## config.mk

```make
export PLATFORM = sky130hd
export DESIGN_NAME = universal_shift_reg
export DESIGN_NICKNAME = d
export VERILOG_FILES = /design/src/rtl/usr_pkg.sv /design/src/rtl/usr_shift_step.sv /design/src/rtl/universal_shift_reg.sv
export SDC_FILE = /design/constraint.sdc
export NUM_CORES = 1
export LEC_CHECK = 0
export ABC_AREA = 1
export CAP_MARGIN = 40
export CORE_ASPECT_RATIO = 0.9
export CORE_UTILIZATION = 43
export DETAILED_ROUTE_END_ITERATION = 8
export PLACE_DENSITY = 0.73
export SLEW_MARGIN = 25
export SYNTH_ARGS = -nofsm -noshare
export SYNTH_HDL_FRONTEND = slang
export SYNTH_HIERARCHICAL = 1
export SYNTH_SLANG_ARGS = --single-unit
```

## constraint.sdc

```tcl
create_clock -name clk -period 1.3 [get_ports clk]
set_input_delay 0.195 -clock clk [delete_from_list [all_inputs] [get_ports clk]]
set_output_delay 0.195 -clock clk [all_outputs]
set_load 0.05 [all_outputs]
```

## src/rtl/usr_pkg.sv

```systemverilog
// Shared types for the universal shift register: operation encoding and FSM states.
// Optional rotate support is enabled by defining USR_ROTATE_EN.
package usr_pkg;

  typedef enum logic [2:0] {
    OP_NOP  = 3'd0,
    OP_LOAD = 3'd1,
    OP_SHL  = 3'd2,
    OP_SHR  = 3'd3,
    OP_ASR  = 3'd4,
    OP_ROL  = 3'd5,
    OP_ROR  = 3'd6,
    OP_CLR  = 3'd7
  } op_t;

  typedef enum logic {
    ST_IDLE  = 1'b0,
    ST_SHIFT = 1'b1
  } state_t;

  // Ops that enter the SHIFT state when given a nonzero count.
  function automatic logic is_shift_op(input op_t op);
    case (op)
      OP_SHL, OP_SHR, OP_ASR: is_shift_op = 1'b1;
`ifdef USR_ROTATE_EN
      OP_ROL, OP_ROR:         is_shift_op = 1'b1;
`endif
      default:                is_shift_op = 1'b0;
    endcase
  endfunction

endpackage

```

## src/rtl/usr_shift_step.sv

```systemverilog
// Combinational single-bit shifter used by universal_shift_reg.
// Rotate cases exist only when USR_ROTATE_EN is defined.
module usr_shift_step
  import usr_pkg::*;
#(
  parameter int WIDTH = 8
) (
  input  logic [WIDTH-1:0] q,
  input  op_t              op,
  input  logic             sin_l,
  input  logic             sin_r,
  output logic [WIDTH-1:0] next_q,
  output logic             out_bit
);

  always_comb begin
    next_q  = q;
    out_bit = 1'b0;
    case (op)
      OP_SHL: begin
        next_q  = {q[WIDTH-2:0], sin_l};
        out_bit = q[WIDTH-1];
      end
      OP_SHR: begin
        next_q  = {sin_r, q[WIDTH-1:1]};
        out_bit = q[0];
      end
      OP_ASR: begin
        next_q  = {q[WIDTH-1], q[WIDTH-1:1]};
        out_bit = q[0];
      end
`ifdef USR_ROTATE_EN
      OP_ROL: begin
        next_q  = {q[WIDTH-2:0], q[WIDTH-1]};
        out_bit = q[WIDTH-1];
      end
      OP_ROR: begin
        next_q  = {q[0], q[WIDTH-1:1]};
        out_bit = q[0];
      end
`endif
      default: begin
        next_q  = q;
        out_bit = 1'b0;
      end
    endcase
  end

endmodule

```

## src/rtl/universal_shift_reg.sv

```systemverilog
// Universal shift register: LOAD/CLR/NOP in one cycle, multi-cycle shifts via an IDLE/SHIFT FSM.
// Define USR_ROTATE_EN to enable ROL/ROR; otherwise they are accepted as NOP.
module universal_shift_reg
  import usr_pkg::*;
#(
  parameter int WIDTH = 8,
  parameter int CNT_W = 4
) (
  input  logic             clk,
  input  logic             rstn,
  input  logic             cmd_valid,
  output logic             cmd_ready,
  input  logic [2:0]       cmd_op,
  input  logic [CNT_W-1:0] cmd_cnt,
  input  logic [WIDTH-1:0] load_data,
  input  logic             sin_l,
  input  logic             sin_r,
  output logic [WIDTH-1:0] q,
  output logic             sout,
  output logic             busy,
  output logic             done
);

  // Handshake: a command transfers on a rising edge where cmd_valid && cmd_ready;
  // cmd_ready is high exactly in IDLE, and cmd_valid is ignored while shifting.

  state_t           state, state_nxt;
  op_t              op_in, op_r;
  logic [CNT_W-1:0] remaining;
  logic             accept, start_shift;
  logic [WIDTH-1:0] step_q;
  logic             step_bit;

  assign op_in       = op_t'(cmd_op);
  assign accept      = cmd_valid && cmd_ready;
  assign start_shift = accept && is_shift_op(op_in) && (cmd_cnt != '0);

  usr_shift_step #(.WIDTH(WIDTH)) u_step (
    .q       (q),
    .op      (op_r),
    .sin_l   (sin_l),
    .sin_r   (sin_r),
    .next_q  (step_q),
    .out_bit (step_bit)
  );

  always_ff @(posedge clk) begin
    if (!rstn) state <= ST_IDLE;
    else       state <= state_nxt;
  end

  always_comb begin
    state_nxt = state;
    case (state)
      ST_IDLE:  if (start_shift) state_nxt = ST_SHIFT;
      ST_SHIFT: if (remaining <= CNT_W'(1)) state_nxt = ST_IDLE;
      default:  state_nxt = ST_IDLE;
    endcase
  end

  always_comb begin
    cmd_ready = (state == ST_IDLE);
    busy      = (state == ST_SHIFT);
  end

  // Datapath: q/sout only move on shift edges, LOAD and CLR; sout untouched otherwise.
  always_ff @(posedge clk) begin
    if (!rstn) begin
      q         <= '0;
      sout      <= 1'b0;
      done      <= 1'b0;
      remaining <= '0;
      op_r      <= OP_NOP;
    end else begin
      done <= 1'b0;
      if (state == ST_IDLE) begin
        if (start_shift) begin
          op_r      <= op_in;
          remaining <= cmd_cnt;
        end else if (accept) begin
          done <= 1'b1;
          if (op_in == OP_LOAD)     q <= load_data;
          else if (op_in == OP_CLR) q <= '0;
        end
      end else begin
        q    <= step_q;
        sout <= step_bit;
        if (remaining != '0)          remaining <= remaining - CNT_W'(1);
        if (remaining <= CNT_W'(1))   done <= 1'b1;
      end
    end
  end

endmodule

```

# Word-level counts from Yosys, hierarchy flattened
# Index checks and enable logic that the tools add are counted.
[word_totals] ff_bits=18 input_bits=20 out_inout_bits=12 word_cells=55
[op_classes] add_sub_neg=1 order_cmp=1 eq_ne=13 mux=18 n_bitwise=1 n_reduce_logical=14
[op_table] operator="2-to-1 mux 8 bit" n=5
[op_table] operator="case mux 8 bit (3 select lines)" n=1
[op_table] operator="== test 3 x 2 -> 1 bit, second input constant" n=4
[op_table] operator="2-to-1 mux 4 bit" n=3
[op_table] operator="== test 3 bit, second input constant" n=3
[op_table] operator="nonzero test 4 bit" n=2
[op_table] operator="2-to-1 mux 1 bit" n=7
[op_table] operator="AND reduction 5 bit" n=1
[op_table] operator="less-or-equal comparator 4 x 1 -> 1 bit, second input constant" n=1
[op_table] operator="!= test 2 bit, second input constant" n=2
[op_table] operator="!= test 4 x 1 -> 1 bit, second input constant" n=1
[op_table] operator="case mux 1 bit (2 select lines)" n=2
[op_table] operator="AND reduction 2 bit" n=2
[op_table] operator="AND reduction 4 bit" n=1
[op_table] operator="nonzero test 2 bit" n=2
[op_table] operator="subtractor 4 x 1 -> 4 bit, second input constant" n=1
[op_table] operator="== test 3 x 1 -> 1 bit, second input constant" n=1
[op_table] operator="logical AND 1 bit" n=3
[op_table] operator="!= test 3 x 1 -> 1 bit, second input constant" n=1
[op_table] operator="nonzero test 3 bit" n=1
[op_table] operator="OR reduction 3 bit" n=1
[op_table] operator="!= test 2 x 1 -> 1 bit, second input constant" n=1
[op_table] operator="OR reduction 2 bit" n=1
[op_table] operator="NOT 1 bit" n=1

# Logic depth before layout (Yosys ltp)
[depth] ltp_word=7 depth_mapped=9 mapped_depth_nobuf=9

# Cells and area by module
# Netlist, hierarchy kept.
[by_module_without_submodules] module="universal_shift_reg" instances=1 cells_each=168 area_each_um2=1032.2 seq_area_each_um2=360.3
[by_module_without_submodules] module="usr_shift_step" instances=1 cells_each=42 area_each_um2=205.2 seq_area_each_um2=0.0

# Worst setup path before layout
# OpenSTA, ideal clock, no wires.
[synth_timing] path_type="reg-to-reg" startpoint="reg state (netlist: busy)" endpoint="reg remaining[0]" setup_ps=116 arrival_ps=1421 required_ps=1184 path_slack_ps=-236 path_stages_with_launch=7 n_path_buf=1 synth_period_minus_slack_ps=1536 path_cell_list="dfxtp_1 inv_4 buf_2 nand2_1 o21ai_0 a21oi_1 nor2_1"
[synth_via] elab_chain_cells=6 elab_cells_between_ends=8 classes_between="eq/ne: 1; mux: 1; bitwise: 1; reduce/logical: 5"
[synth_rtl] element="start: declaration" line="universal_shift_reg.sv:27" source="state_t state, state_nxt;"
[synth_rtl] element="start signal: assignment" line="universal_shift_reg.sv:49" source="else state <= state_nxt;"
[synth_rtl] element="NOT 1 bit (no line)"
[synth_rtl] element="via cmd_ready" line="universal_shift_reg.sv:12" source="output logic cmd_ready,"
[synth_rtl] element="logical AND 1 bit" line="universal_shift_reg.sv:35" source="assign accept = cmd_valid && cmd_ready;"
[synth_rtl] element="logical AND 1 bit (2 in a row)" line="universal_shift_reg.sv:36" source="assign start_shift = accept && is_shift_op(op_in) && (cmd_cnt != '0);"
[synth_rtl] element="nonzero test 2 bit (no line)"
[synth_rtl] element="AND reduction 2 bit (no line)"
[synth_rtl] element="end signal: assignment" line="universal_shift_reg.sv:79" source="remaining <= cmd_cnt;"
[synth_rtl] element="end signal: assignment" line="universal_shift_reg.sv:88" source="if (remaining != '0) remaining <= remaining - CNT_W'(1);"
[synth_rtl] element="end: declaration" line="universal_shift_reg.sv:29" source="logic [CNT_W-1:0] remaining;"
# The timed path passes the listed nets, and every way through them passes these cells.
# A chain may end at the register's enable or synchronous reset.

# Worst setup path after layout
[layout_timing] startpoint="reg state (netlist: busy)" endpoint="out busy"
[layout_lines] element="end: declaration" line="universal_shift_reg.sv:20" source="output logic busy,"
# No word-level cell between the ends.

==> flow_metrics.env <==
export IMPL_area_sequential_um2=375
export IMPL_p_per_area_nw_per_um2=909
export IMPL_report_power_total_mw=1.79
export IMPL_holdPathStages=3
export IMPL_grt_setup_unrepaired="yes"
export IMPL_outcome="complete, no violations"
export IMPL_launch_point_of_the_worst_hold_path="cmd_valid"
export IMPL_total_detailed_routing_wirelength_um=3420
export IMPL_maxCapViolations=0
export IMPL_max_slew_margin_pct=80.4
export IMPL_worst_case_clock_skew_ns=0.000851
export IMPL_leakage_nw=0.935
export IMPL_design_area_um2=1970
export IMPL_gp_congestion=0.857
export IMPL_max_clock_path_buffers=2
export IMPL_post_placement_cell_count=288
export IMPL_grt_pass1_vias=1200
export IMPL_chipWidth_um=58.5
export IMPL_worst_slew_pin_transition_ns=0.293
export IMPL_drc=0
export IMPL_synthesis_area_per_instance_um2=5.89
export IMPL_final_hold_violation_count=0
export IMPL_min_hold_slack_ns=0.507
export IMPL_place_worst_setup_slack_ns=-0.239
export IMPL_clkSlewWorstSetupHoldPaths_ns=0.11
export IMPL_maxClockFrequency_mhz=803
export IMPL_die_y_um=52.9
export IMPL_detail_route_antenna_nets=0
export IMPL_fp_dieArea_um2=3100
export IMPL_cts_buffers=3
export IMPL_start_util_pct=45.0
export IMPL_pre_repair_dr_iteration_count=4
export IMPL_commonest_non_fill_non_tap_cell_in_the_layout="sky130_fd_sc_hd__nand2_1"
export IMPL_maxSlewViolCount=0
export IMPL_critical_path_class="flip-flop to output port"
export IMPL_finalNonFillerCells=300
export IMPL_post_drt_via_cell_ratio=5.00
export IMPL_critical_path_endpoint_type="output port"
export IMPL_worst_ir_drop_on_vdd_mv=0.414
export IMPL_holdCritPathClass="input pin to flip-flop"
export IMPL_worst_path_max_fanout=14
export IMPL_worst_min_delay_path_endpoint="done"
export IMPL_fillers=227
export IMPL_vias=1501
export IMPL_detail_route_wl_per_cell_um=11.4
export IMPL_report_final_setup_viol=0
export IMPL_grt_overflow_total=0
export IMPL_timing_final_ws_setup_ns=0.0551
export IMPL_tritoncts_clock_tree="done"
export IMPL_drt_initial_drc_count=54
export IMPL_detailed_place_area_um2=1770
export IMPL_seq_area_frac_synth_pct=29.1
export IMPL_placement_io_buffers=31
export IMPL_synth_seq_cells=18
export IMPL_timing_critical_path_from_type="flip-flop"
export IMPL_cts_hold_buf=0
export IMPL_n_antenna_cell=0
export IMPL_multiInputGateArea_um2=858
export IMPL_reg2reg_slack_ns=0.07
export IMPL_min_period_over_period_pct=95.8
export IMPL_clkLatencyLatePin_ns=0.30
export IMPL_syn2layout_area_growth_pct=59.6
export IMPL_grtUsageTotal_pct=21.6
export IMPL_worstReg2RegStart="op_r[1]"
export IMPL_yosysUniqueCellTypes=20
export IMPL_yosys_warnings=6
export IMPL_grt_pass1_wl_um=5030
export IMPL_post_synth_inst_count=210
export IMPL_numClockSinks=18
export IMPL_syn_cell_area_um2=1240
export IMPL_cts_h_tree_depth=1
export IMPL_cp_data_required_time_ns=1.11
export IMPL_final_net_count=283
export IMPL_largest_net_degree_at_the_start_of_global_routing=17
export IMPL_placeableCoreArea_um2=2750
export IMPL_crit_reg2reg_capture="q[6]"
export IMPL_number_of_antenna_violations_at_the_first_check_in_global_routing=0
export IMPL_rr_worst_depth=9
export IMPL_clockRootBuffer="sky130_fd_sc_hd__clkbuf_4"
export IMPL_worst_path_arrival_time_ns=1.05
export IMPL_drive_gt1_share_pct=26.2
export IMPL_synthesis_nets=232
export IMPL_detailedPlacementHpwl_um=2200
export IMPL_io_pins=32
export IMPL_rows=18
export IMPL_utilization_pct=71.9
export IMPL_layout_common_cells="sky130_fd_sc_hd__nand2_1, sky130_fd_sc_hd__nor2_1, sky130_fd_sc_hd__nand3_1, sky130_fd_sc_hd__clkdlybuf4s50_1"
export IMPL_min_period_ns=1.24
export IMPL_tns_ns=0
[synthesized netlist by cell type]
| cell | instances | area [um^2] |
|---|---|---|
| sky130_fd_sc_hd__or2_2 | 1 | 6.26 |
| sky130_fd_sc_hd__inv_1 | 20 | 75.1 |
| sky130_fd_sc_hd__inv_4 | 1 | 6.26 |
| sky130_fd_sc_hd__nand2_2 | 4 | 25.0 |
| sky130_fd_sc_hd__nand2_4 | 2 | 22.5 |
| sky130_fd_sc_hd__buf_6 | 2 | 22.5 |
| sky130_fd_sc_hd__nor2_2 | 1 | 6.26 |
| sky130_fd_sc_hd__nand3_2 | 1 | 10.0 |
| sky130_fd_sc_hd__nor2_4 | 2 | 22.5 |
| sky130_fd_sc_hd__dfxtp_1 | 18 | 360 |
| sky130_fd_sc_hd__nand2_1 | 78 | 293 |
| sky130_fd_sc_hd__o21ai_0 | 11 | 55.1 |
| sky130_fd_sc_hd__o211ai_1 | 1 | 7.51 |
| sky130_fd_sc_hd__nor2_1 | 27 | 101 |
| sky130_fd_sc_hd__nand4_1 | 3 | 18.8 |
| sky130_fd_sc_hd__o21ai_1 | 1 | 5.00 |
| sky130_fd_sc_hd__nand3_1 | 24 | 120 |
| sky130_fd_sc_hd__buf_2 | 3 | 15.0 |
| sky130_fd_sc_hd__ha_1 | 2 | 25.0 |
| sky130_fd_sc_hd__a21oi_1 | 8 | 40.0 |
[routing by layer]
layer	wire [um]	track usage (%)	vias to the layer above
li1	-	-	765
met4	62	9.13	0
met2	1570	34.3	46
met5	0	0	-
met3	140	3.67	7
met1	1650	28.9	683
[critical path, stage by stage (launching register included)]
cell,delay (ns)
sky130_fd_sc_hd__dfxtp_4,0.38
sky130_fd_sc_hd__buf_4,0.21
sky130_fd_sc_hd__buf_12,0.16
[cells by family after synthesis]
| family | count (synthesis) | share of synthesized area [%] |
|---|---|---|
| flops | 18 | 29.1 |
| buf+inv | 26 | 9.61 |
| fa+ha+maj | 2 | 2.02 |
| simple gates | 143 | 50.6 |
| compound gates | 21 | 8.70 |
[what timing repair did]
action | 4_1_cts | 5_1_grt
setup endpoints to repair | 10 | 13
buffers inserted | 0 | 7
gates cloned | 0 | 1
gates resized for setup | 2 | 37
pin swaps | 0 | 23
[sequential cells by signal, indices dropped and copies added, names as in the netlist]
signal	flops
op_r	3
q	8
done	1
remaining	4
sout	1
busy	1
[worst max path at each step]
stage	startpoint	endpoint	slack, ns
2_1_floorplan	remaining[0]	remaining[0]	0.005
3_3_place_gp	cmd_op[2]	remaining[3]	-0.22
3_5_place_dp	cmd_op[2]	remaining[3]	-0.24
4_1_cts	op_r[2]	q[3]	0.005
5_1_grt	op_r[2]	q[4]	-0.04
6_report	busy	busy	0.06
[cell type report]
cell class	instances	area share, %
clock buffer	4	1.33
inverter	21	4.25
multi-input combinational	167	43.5
sequential	18	19.0
tap	40	2.53
timing repair buffer	50	29.4
[power by group]
| group | switching [mW] | total [mW] | internal (mW) |
|---|---|---|---|
| clock network | 0.185 | 0.305 | 0.120 |
| logic | 0.425 | 0.803 | 0.378 |
| registers | 0.0799 | 0.687 | 0.607 |
(Power assumes the default switching activity.)
